### src/rtl/snake_control.sv
// Sequencing FSM for the snake datapath: body RAM init, tick pacing, shift, tail erase and 2x2 redraw.
// All datapath strobes are decoded from the state; only the first-plot collision abort looks at isDead.
module snake_control #(
    parameter int LEN         = 8,
    parameter int TICK_CYCLES = 833333
) (
    input  logic       clk,
    input  logic       rst,
    input  logic       start,
    input  logic       isDead,
    output logic       ld_head,
    output logic       ld_q_def,
    output logic       inc_address,
    output logic       rst_address,
    output logic       draw_q,
    output logic       update_head,
    output logic       ld_head_into_prev,
    output logic       ld_q_into_curr,
    output logic       ld_prev_into_q,
    output logic       ld_curr_into_prev,
    output logic       draw_curr,
    output logic [1:0] cnt_status,
    output logic [2:0] colour,
    output logic       busy,
    output logic       dead
);

    localparam int SW = $clog2(LEN);
    localparam int TW = (TICK_CYCLES > 1) ? $clog2(TICK_CYCLES) : 1;
    localparam logic [SW-1:0] SEG_LAST  = SW'(LEN - 1);
    localparam logic [TW-1:0] TICK_LAST = TW'(TICK_CYCLES - 1);

    typedef enum logic [3:0] {
        S_IDLE,
        S_INIT_HEAD,
        S_INIT_Q,
        S_DR_READ,
        S_DR_PLOT,
        S_WAIT,
        S_MOVE,
        S_SH_READ,
        S_SH_SWAP,
        S_SH_NEXT,
        S_ERASE,
        S_DEAD
    } state_t;

    state_t          state, state_nxt;
    logic [SW-1:0]   seg;
    logic [1:0]      phase;
    logic [TW-1:0]   tick_cnt;
    logic            tick_wrap;
    logic            tick_pending;
    logic            tick_take;
    logic            seg_last;

    assign seg_last  = (seg == SEG_LAST);
    assign tick_wrap = (tick_cnt == TICK_LAST);
    assign tick_take = (state == S_WAIT) && tick_pending;

    always_ff @(posedge clk or posedge rst) begin
        if (rst) begin
            state <= S_IDLE;
        end else begin
            state <= state_nxt;
        end
    end

    // seg shadows the datapath RAM address so the FSM knows when the body ends
    always_ff @(posedge clk or posedge rst) begin
        if (rst) begin
            seg <= '0;
        end else if (rst_address) begin
            seg <= '0;
        end else if (inc_address) begin
            seg <= seg + SW'(1);
        end
    end

    always_ff @(posedge clk or posedge rst) begin
        if (rst) begin
            phase <= 2'd0;
        end else if (state == S_DR_PLOT || state == S_ERASE) begin
            phase <= phase + 2'd1;
        end else begin
            phase <= 2'd0;
        end
    end

    // A wrap landing on the same edge as the WAIT->MOVE hand-off is a fresh tick and survives the clear
    always_ff @(posedge clk or posedge rst) begin
        if (rst) begin
            tick_cnt     <= '0;
            tick_pending <= 1'b0;
        end else begin
            tick_cnt <= tick_wrap ? '0 : tick_cnt + TW'(1);
            if (tick_wrap) begin
                tick_pending <= 1'b1;
            end else if (tick_take) begin
                tick_pending <= 1'b0;
            end
        end
    end

    always_comb begin
        state_nxt         = state;
        ld_head           = 1'b0;
        ld_q_def          = 1'b0;
        inc_address       = 1'b0;
        rst_address       = 1'b0;
        draw_q            = 1'b0;
        update_head       = 1'b0;
        ld_head_into_prev = 1'b0;
        ld_q_into_curr    = 1'b0;
        ld_prev_into_q    = 1'b0;
        ld_curr_into_prev = 1'b0;
        draw_curr         = 1'b0;
        cnt_status        = 2'd0;
        dead              = 1'b0;
        case (state)
            S_IDLE: begin
                rst_address = 1'b1;
                if (start) state_nxt = S_INIT_HEAD;
            end
            S_INIT_HEAD: begin
                ld_head     = 1'b1;
                rst_address = 1'b1;
                state_nxt   = S_INIT_Q;
            end
            S_INIT_Q: begin
                ld_q_def = 1'b1;
                if (seg_last) begin
                    rst_address = 1'b1;
                    state_nxt   = S_DR_READ;
                end else begin
                    inc_address = 1'b1;
                end
            end
            S_DR_READ: begin
                state_nxt = S_DR_PLOT;
            end
            S_DR_PLOT: begin
                cnt_status = phase;
                if (phase == 2'd0 && isDead) begin
                    state_nxt = S_DEAD;
                end else begin
                    draw_q = 1'b1;
                    if (phase == 2'd3) begin
                        if (seg_last) begin
                            rst_address = 1'b1;
                            state_nxt   = S_WAIT;
                        end else begin
                            inc_address = 1'b1;
                            state_nxt   = S_DR_READ;
                        end
                    end
                end
            end
            S_WAIT: begin
                if (tick_pending) state_nxt = S_MOVE;
            end
            S_MOVE: begin
                ld_head_into_prev = 1'b1;
                update_head       = 1'b1;
                state_nxt         = S_SH_READ;
            end
            S_SH_READ: begin
                state_nxt = S_SH_SWAP;
            end
            S_SH_SWAP: begin
                ld_q_into_curr = 1'b1;
                ld_prev_into_q = 1'b1;
                state_nxt      = S_SH_NEXT;
            end
            S_SH_NEXT: begin
                ld_curr_into_prev = 1'b1;
                if (seg_last) begin
                    rst_address = 1'b1;
                    state_nxt   = S_ERASE;
                end else begin
                    inc_address = 1'b1;
                    state_nxt   = S_SH_READ;
                end
            end
            S_ERASE: begin
                draw_curr  = 1'b1;
                cnt_status = phase;
                if (phase == 2'd3) state_nxt = S_DR_READ;
            end
            S_DEAD: begin
                dead = 1'b1;
            end
            default: begin
                state_nxt = S_IDLE;
            end
        endcase
    end

    assign colour = draw_q ? 3'b010 : 3'b000;
    assign busy   = !(state == S_IDLE || state == S_WAIT || state == S_DEAD);

endmodule

### config.mk
export PLATFORM = sky130hd
export DESIGN_NAME = snake_control
export DESIGN_NICKNAME = d
export VERILOG_FILES = /design/src/rtl/snake_control.sv
export SDC_FILE = /design/constraint.sdc
export NUM_CORES = 1
export LEC_CHECK = 0
export CAP_MARGIN = 20
export CORE_MARGIN = 2
export CORE_UTILIZATION = 40
export DETAILED_ROUTE_END_ITERATION = 6
export DONT_BUFFER_PORTS = 1
export SLEW_MARGIN = 20
export SYNTH_ARGS = -nofsm -noshare
export SYNTH_HDL_FRONTEND = slang
export SYNTH_SLANG_ARGS = --single-unit
export TNS_END_PERCENT = 50
### constraint.sdc
create_clock -name clk -period 2.01 [get_ports clk]
set_clock_uncertainty 0.05 [all_clocks]
set_input_delay 0.1005 -clock clk [delete_from_list [all_inputs] [get_ports clk]]
set_output_delay 0.1005 -clock clk [all_outputs]
set_load 0.01 [all_outputs]
==> impl_metrics.json, run 1 <==
{
  "clkSinkCount": 30,
  "synth-edff-count": 0,
  "period_needed_ns": 1.85,
  "syn_area_per_cell_um2": 8.96,
  "ys.warnings.count": 0,
  "rows": 24,
  "grt_first_pass_wirelength_mm": 6.24,
  "cts_root_buffer": "clkbuf_8",
  "critPathKind": "flip-flop to flip-flop",
  "drc_errors": 0,
  "cts-buffers-inserted": 5,
  "async_flop_share_pct": 100,
  "crit_path_top_delay_cell": "dfrtp_1",
  "hold_viol_final": 0,
  "wire_per_inst_um": 13.6,
  "cp_max_fo": 5,
  "end_kind": "flip-flop",
  "whs_endpoint": "state[3]",
  "antenna_found_initial": 0,
  "max_stage_delay_ns": 0.37,
  "hold_class": "input pin to flip-flop",
  "die-area_um2": 5170,
  "fmax_mhz": 542,
  "netlist_area_um2": 1850,
  "p_leak_nw": 0.930,
  "gp_congestion": 0.909,
  "rsz0062_at_grt": "false",
  "nets": 223,
  "antenna_cells": 0,
  "area_growth_pct": 9.97,
  "drv_cap": 0,
  "wirelength_mm": 3.61,
  "r2r_setup_slack_ns": 0.16,
  "synth_top_area_share_pct": 40.7,
  "fill_cells": 454,
  "ant_nets": 0,
  "crit_path_start_kind": "flip-flop",
  "hpwl_mm": 2.69,
  "insertion_delay_ns": 0.27,
  "via_per_inst": 5.46,
  "cellPowerDensity_nw_per_um2": 1040,
  "die_w_um": 71.9,
  "r2r_cells": 6,
  "finalCritPeriodShare_pct": 91.9,
  "grt_pass1_vias": 1348,
  "dr.pass1.iters": 4,
  "ios": 22,
  "routed-via-count": 1453,
  "die_y_um": 71.9,
  "ys_top_cells_by_area": "dfrtp_1 41%, xnor2_1 6.2%, nor2_1 4.5%, ha_1 4.1%, nand2_1 3.1%",
  "core_area_um2": 4410,
  "setup_tns_ns": 0,
  "grt_max_degree": 31,
  "worst_r2r_endpoint": "state[2]",
  "setup_viol": 0,
  "slew_violations": 0,
  "total_power_w": 0.00210,
  "holdCritStartpoint": "isDead",
  "clock_path_buffers": 2,
  "vdd_ir_drop_max_mv": 0.409,
  "ys_ff_latch": 30,
  "min_path_cells": 3,
  "clkTransAtPathRegs_ns": 0.06,
  "instances_no_fill": 266,
  "cts.htree.levels": 2,
  "synth_cell_types": 47,
  "r2r-start": "seg[0]",
  "status": "completed",
  "initial_core_util_pct": 41.8,
  "io_buffer_count": 0,
  "placedCellCount": 257,
  "seq_area_frac_synth_pct": 40.7,
  "drive_above_1_share_pct": 13.6,
  "crit_chain": "ha_1 > ha_2 > a21bo_2 > a221o_1 > o21ai_0 > mux2_2",
  "grt_use_total_pct": 15.5,
  "drt_iter0_drc": 69,
  "yosys.area.top_type": "dfrtp_1",
  "critPathRequiredTime_ns": 2.18,
  "syn_inst": 206,
  "ys.flop_type": "dfrtp_1",
  "worstPathArrival_ns": 2.01,
  "grt-ovfl-total": 0,
  "cts_tree": "yes"
}
report_power, final:
part | leakage (nW) | switching, W | internal [W] | total [W]
clock | 0.0482 | 0.000204 | 0.000275 | 0.000479
combinational | 0.485 | 0.000497 | 0.000369 | 0.000866
sequential | 0.396 | 0.0000865 | 0.000671 | 0.000757
critical path: cells and delay by family (launching register included):
| family | cells | cell delay (ns) |
|---|---|---|
| AO/OA/AOI/OAI | 3 | 0.77 |
| adder cells (fa/ha/maj) | 2 | 0.40 |
| flip-flops | 1 | 0.37 |
| multiplexers | 1 | 0.18 |
Yosys cell counts, drive strengths merged, types with 3 or more instances:
library cell   n
o21ai          9
nor2b          3
inv           10
a21oi          5
xnor2         13
ha             6
nor2          22
xor2           3
and3           4
dfrtp         30
buf           11
nand2         15
clkbuf         3
nor3          10
nand4          7
mux2i          3
nand3         11
nand3b         3
nor4           3
nand2b         4
o22ai          4
cell usage in the layout, fill, tap and decap left out, types with 2 or more instances in the layout:
cell      instances
and3_1            3
a31o_2            2
or3_1             2
nand3b_1          3
buf_4            12
nor2b_1           3
a211oi_1          2
nor4_1            2
dfrtp_1          30
xnor2_1          13
mux2i_1           3
xor2_1            3
nor3_1           10
a21oi_1           4
nand2b_1          4
nand3_1          11
nor3b_1           2
nand4_1           7
nor4b_1           2
conb_1            2
nand2_1          15
ha_1              5
o21ai_0           9
clkbuf_8          6
nor2_1           22
o22ai_1           4
inv_1            10
what timing repair did:
action                     4_1_cts  5_1_grt
hold buffers                     1        0
resized for setup                0        2
buffers inserted                 0        0
setup endpoints to repair        0        2
hold endpoints to repair        30        0
flip-flops by register name (all words and copies together), names as in the netlist:
signal,flops
tick_cnt,20
state,4
seg,3
phase,2
tick_pending,1
cells by family (layout without fill, tap and decap cells):
| group | after synthesis | count (layout) | share of synthesized area (%) |
|---|---|---|---|
| AO/OA/AOI/OAI | 29 | 29 | 10.1 |
| AND/OR/NAND/NOR | 96 | 96 | 28.6 |
| XOR/XNOR | 16 | 16 | 7.59 |
| buffers and inverters | 24 | 31 | 6.51 |
| other | 1 | 2 | 0.203 |
| multiplexers | 4 | 4 | 2.24 |
| adder cells (fa/ha/maj) | 6 | 6 | 4.07 |
| flip-flops | 30 | 30 | 40.7 |
how the worst max path moves through the flow:
stage                     startpoint     endpoint  slack, ns  cells past startpoint
after global placement        seg[0]     state[2]       0.17                      6
after floorplan               seg[0]     state[2]       0.38                      6
after CTS                   state[3]  inc_address        0.1                      5
after global routing          seg[0]     state[2]       0.03                      6
final                         seg[0]     state[2]       0.16                      6
after detailed placement      seg[0]     state[2]       0.14                      6
metrics by stage:
step / utilization (%) / area, um^2 / worst slack [ns] / hold WS, ns
4_1_cts: 45.8 / 2020 / 0.0967 / 0.162
3_5_place_dp: 43.5 / 1920 / 0.135 / 0.0409
6_report: 46.0 / 2030 / 0.164 / 0.170
2_1_floorplan: - / 1850 / 0.381 / 0.141
3_3_place_gp: 43.5 / 1920 / 0.175 / 0.0375
5_1_grt: 46.0 / 2030 / 0.0310 / 0.173
metal layers:
metal | vias to the layer above | global-route usage, % | routed length (um)
met4 | 0 | 5.24 | 0
li1 | 730 | - | -
met5 | - | 0 | 0
met1 | 700 | 19.8 | 1740
met3 | 0 | 4.31 | 130
met2 | 23 | 25.6 | 1750
layout make-up:
class	count	area, um^2	share of cell area (%)
multi-input cells	153	985	48.5
well taps	52	65.1	3.21
repair buffers	13	100	4.93
clock buffers	7	86.3	4.25
flip-flops and latches	30	751	37.0
clock inverters	1	5.00	0.247
inverters	10	37.5	1.85
Power figures use the tool's default switching activity.
==> run 2: changes to the inputs <==
--- a/config.mk
+++ b/config.mk
@@ -7,7 +7,7 @@
 export LEC_CHECK = 0
 export CAP_MARGIN = 20
 export CORE_MARGIN = 2
-export CORE_UTILIZATION = 40
+export CORE_UTILIZATION = 50
 export DETAILED_ROUTE_END_ITERATION = 6
 export DONT_BUFFER_PORTS = 1
 export SLEW_MARGIN = 20
==> impl_metrics.json, run 2 (same netlist as run 1, synthesis figures left out) <==
{
  "cts_tree": "yes",
  "hold_buffers": 1,
  "cellPowerDensity_nw_per_um2": 1040,
  "final_common_cell": "dfrtp_1",
  "worstPathArrival_ns": 1.69,
  "initial_core_util_pct": 51.2,
  "crit_family": "simple AND/OR/NAND/NOR gates",
  "clkSinkCount": 30,
  "grt_use_total_pct": 20.5,
  "wirelength_mm": 3.69,
  "status": "completed",
  "max_slew_margin_pct": 60.8,
  "wire_per_inst_um": 14.2,
  "io_buffer_count": 0,
  "instances_no_fill": 260,
  "antenna_cells": 0,
  "final_util_pct": 55.6,
  "grt_first_pass_wirelength_mm": 6.70,
  "drt_iter0_drc": 88,
  "rsz0062_at_grt": "false",
  "placedCellCount": 251,
  "holdCritStartpoint": "isDead",
  "fmax_mhz": 544,
  "final_cell_mix": "30 x dfrtp_1, 22 x nor2_1, 15 x nand2_1",
  "p_sw_share_pct": 37.4,
  "drv_cap": 0,
  "grt_max_degree": 18,
  "max_stage_delay_ns": 0.48,
  "clock_path_buffers": 2,
  "dpl_worst_slack_ns": 0.232,
  "gp_congestion": 0.863,
  "worst_pin_slew_ns": 0.587,
  "grt_pass1_vias": 1502,
  "postCtsSetupRepairBufs": 0,
  "cp_max_fo": 10,
  "dr.pass1.iters": 4,
  "cts_root_buffer": "clkbuf_8",
  "regMostFlops": "tick_cnt",
  "insertion_delay_ns": 0.27,
  "crit_path_start_kind": "flip-flop",
  "hold_class": "input pin to flip-flop",
  "antenna_found_initial": 0,
  "die_y_um": 64.8,
  "total_power_w": 0.00208,
  "power_switching_w": 0.000777,
  "core_area_um2": 3610,
  "die_w_um": 64.8,
  "nets": 221,
  "p_leak_nw": 0.923,
  "drc_errors": 0,
  "crit_path_top_delay_cell": "dfrtp_1",
  "vdd_ir_drop_max_mv": 0.477,
  "end_kind": "primary output",
  "regArea_um2": 751,
  "slew_violations": 0,
  "clkTransAtPathRegs_ns": 0.06,
  "crit_chain": "nor2b_1 > and4_1 > o21ai_0 > inv_1",
  "critPathRequiredTime_ns": 1.86,
  "r2r-start": "seg[0]",
  "p_clk_share_pct": 23.1,
  "routed-via-count": 1461,
  "r2r_setup_slack_ns": 0.23,
  "grt-ovfl-total": 0,
  "ant_nets": 0,
  "drive_above_1_share_pct": 11.8,
  "die-area_um2": 4190,
  "ios": 22,
  "fin_ws_ns": 0.171,
  "area_growth_pct": 8.54,
  "largest_registers": "tick_cnt: 20 flops, state: 4 flops, seg: 3 flops",
  "hold_viol_final": 0,
  "rows": 22,
  "setup_tns_ns": 0,
  "largest_reg_flops": 20,
  "cts_resized": 0,
  "multiInputGateArea_um2": 978,
  "finalCritPeriodShare_pct": 91.5,
  "fill_cells": 353,
  "cts.htree.levels": 2,
  "period_needed_ns": 1.84,
  "p_int_w": 0.00130,
  "setup_viol": 0,
  "setup.worst_path.start": "state[3]",
  "p_seq_share_pct": 36.4,
  "hpwl_mm": 2.81,
  "critPathKind": "flip-flop to primary output",
  "cts-buffers-inserted": 5,
  "combPwrFrac_pct": 40.5,
  "critPathBufInv": 1,
  "via_per_inst": 5.62
}
## run 2: area by class of cell
class,instances,share of cell area (%)
clock inverters,1,0.250
clock buffers,7,4.31
inverters,10,1.87
well taps,48,3.00
repair buffers,11,4.25
flip-flops and latches,30,37.5
multi-input cells,153,48.8
## run 2: worst paths after layout
check,end,depth (start not counted)
hold reg to reg,phase[0],1
max in group asynchronous,state[1],3
setup / recovery,inc_address,4
hold / removal,state[3],3
setup reg to reg,state[2],6
min in group asynchronous,tick_cnt[2],2
## run 2: power by group through the flow
stage / sequential, W / clock [W] / combinational [W]
floorplan: 0.000707 / 0 / 0.000718
global placement: 0.000760 / 0 / 0.000827
detailed placement: 0.000765 / 0 / 0.000838
CTS: 0.000754 / 0.000495 / 0.000844
global route: 0.000773 / 0.000531 / 0.000948
finish: 0.000756 / 0.000480 / 0.000842
## run 2: metrics by stage
step	cell area [um^2]	hold WS, ns
after floorplan	1850	0.141
after global placement	1900	0.0210
after detailed placement	1900	0.0209
after CTS	2000	0.176
after global routing	2000	0.213
final	2000	0.187
## run 2: worst register-to-register path: cells and delay by family (launching register included)
family,cells,cell delay [ns]
AO/OA/AOI/OAI,3,0.75
adder cells (fa/ha/maj),2,0.40
multiplexers,1,0.16
flip-flops,1,0.37
## run 2: metal layers
layer	vias to the layer above	track usage [%]	wire (um)
met5	-	0	0
met4	0	7.18	42
met3	4	5.03	127
met2	24	35.8	1940
met1	709	24.4	1580
li1	724	-	-
==> run 3: changes to the inputs <==
--- a/config.mk
+++ b/config.mk
@@ -7,7 +7,7 @@
 export LEC_CHECK = 0
 export CAP_MARGIN = 20
 export CORE_MARGIN = 2
-export CORE_UTILIZATION = 50
+export CORE_UTILIZATION = 45
 export DETAILED_ROUTE_END_ITERATION = 6
 export DONT_BUFFER_PORTS = 1
 export SLEW_MARGIN = 20
==> impl_metrics.json, run 3 (same netlist as run 1, synthesis figures left out) <==
{
  "die-area_um2": 4630,
  "ios": 22,
  "slew_violations": 0,
  "hpwl_mm": 2.79,
  "finalCritPeriodShare_pct": 92.0,
  "initial_core_util_pct": 46.5,
  "grt_max_degree": 31,
  "gp_congestion": 0.834,
  "hold_viol_final": 0,
  "area_growth_pct": 9.90,
  "critPathKind": "flip-flop to primary output",
  "vdd_ir_drop_max_mv": 0.585,
  "power_switching_w": 0.000811,
  "drv_cap": 0,
  "drc_errors": 0,
  "setup_viol": 0,
  "grt_first_pass_wirelength_mm": 6.42,
  "p_leak_nw": 0.927,
  "cts.htree.levels": 2,
  "drt_iter0_drc": 88,
  "postCtsSetupRepairBufs": 0,
  "final_util_pct": 51.1,
  "crit_path_start_kind": "flip-flop",
  "rows": 23,
  "placed_area_um2": 1900,
  "clock_path_buffers": 2,
  "largest_reg_flops": 20,
  "combPwrFrac_pct": 39.6,
  "cp_max_fo": 7,
  "antenna_found_initial": 0,
  "cellPowerDensity_nw_per_um2": 1090,
  "r2r-start": "seg[0]",
  "r2r_cells": 6,
  "max_stage_delay_ns": 0.45,
  "grt_use_total_pct": 19.0,
  "end_kind": "primary output",
  "grt_util_met1_pct": 22.6,
  "cts-buffers-inserted": 5,
  "worstPathArrival_ns": 1.70,
  "cp-endpoint": "inc_address",
  "fin_hold_ws_ns": 0.156,
  "wirelength_mm": 3.83,
  "cts_tree": "yes",
  "cts_root_buffer": "clkbuf_8",
  "nets": 221,
  "status": "completed",
  "final_common_cell": "dfrtp_1",
  "crit_path_top_delay_cell": "dfrtp_1",
  "hold_class": "input pin to flip-flop",
  "rsz0062_at_grt": "false",
  "final_area_um2": 2030,
  "routed-via-count": 1479,
  "clkTransAtPathRegs_ns": 0.06,
  "period_needed_ns": 1.85,
  "dr.pass1.iters": 4,
  "die_y_um": 68.0,
  "crit_chain": "buf_4 > or3b_1 > a21oi_2 > o21ai_0 > inv_1",
  "via_per_inst": 5.65,
  "grt_pass1_vias": 1373,
  "final_cell_mix": "30 x dfrtp_1, 22 x nor2_1, 15 x nand2_1",
  "worst_r2r_endpoint": "state[2]",
  "die_w_um": 68.0,
  "drive_above_1_share_pct": 12.3,
  "clkSinkCount": 30,
  "critPathBufInv": 2,
  "antenna_cells": 0,
  "p_sw_share_pct": 36.8,
  "crit_cells": 5,
  "grt-ovfl-total": 0,
  "use_met2_pct": 31.8,
  "grt-busiest-layer": "met2",
  "largest_registers": "tick_cnt: 20 flops, state: 4 flops, seg: 3 flops",
  "setup_tns_ns": 0,
  "regMostFlops": "tick_cnt",
  "crit_family": "flip-flops",
  "critPathRequiredTime_ns": 1.86,
  "p_seq_share_pct": 33.3,
  "r2r_setup_slack_ns": 0.17,
  "grtUsageMet3_pct": 4.93,
  "core_area_um2": 3970,
  "p_clk_share_pct": 27.1,
  "fmax_mhz": 541,
  "p_int_w": 0.00139,
  "ant_nets": 0,
  "insertion_delay_ns": 0.28,
  "io_buffer_count": 0,
  "wire_per_inst_um": 14.6,
  "setup.worst_path.start": "state[3]"
}
## run 3: cell count changes in the layout (fill, tap and decap cells not counted)
cell        delta
a21oi_1        -1
a21oi_2        +1
bufinv_16      +1
clkbuf_8       -1
clkinv_2       -1
clkinvlp_4     +1
## run 3: final cells by class
| cell class | count | area [um^2] |
|---|---|---|
| clock buffer | 6 | 72.6 |
| clock inverter | 2 | 37.5 |
| fill | 393 | 1940 |
| inverter | 10 | 37.5 |
| multi-input combinational | 153 | 982 |
| sequential | 30 | 751 |
| tap | 50 | 62.6 |
| timing repair buffer | 11 | 85.1 |
## run 3: worst min-delay path by stage
stage,start,endpoint,slack (ns),depth (start not counted)
floorplan,rst,phase[0],0.14,1
global placement,rst,seg[0],0.04,2
detailed placement,rst,seg[0],0.04,2
CTS,isDead,state[3],0.14,3
global route,isDead,state[3],0.17,3
finish,isDead,state[3],0.16,3
## run 3: metrics by stage
step / power, W / std cells / worst slack [ns]
finish: 0.00221 / 262 / 0.161
global placement: 0.00158 / 253 / 0.197
detailed placement: 0.00160 / 253 / 0.167
CTS: 0.00221 / 262 / 0.0999
global route: 0.00236 / 262 / 0.0317
floorplan: 0.00143 / 207 / 0.381
## run 3: power by group through the flow
stage               Sequential, W  Clock [W]  Combinational [W]
floorplan                0.000707          0           0.000718
global placement         0.000741          0           0.000837
detailed placement       0.000744          0           0.000859
CTS                      0.000733   0.000618           0.000863
global route             0.000739   0.000654           0.000966
finish                   0.000735   0.000598           0.000873
## run 3: what timing repair did
action	4_1_cts	5_1_grt
endpoints found under the hold margin	30	0
endpoints found under the setup margin	0	1
hold buffers	1	0
gates resized for setup	0	1
## run 3: layer usage
| metal | vias up | wire (um) |
|---|---|---|
| met5 | - | 0 |
| met4 | 0 | 48 |
| met3 | 4 | 128 |
| met2 | 29 | 1890 |
| met1 | 718 | 1770 |
| li1 | 728 | - |
## run 3: worst min-delay path: cells and delay by family
family,cells,cell delay [ns]
compound gates,2,0.25
simple gates,1,0.10
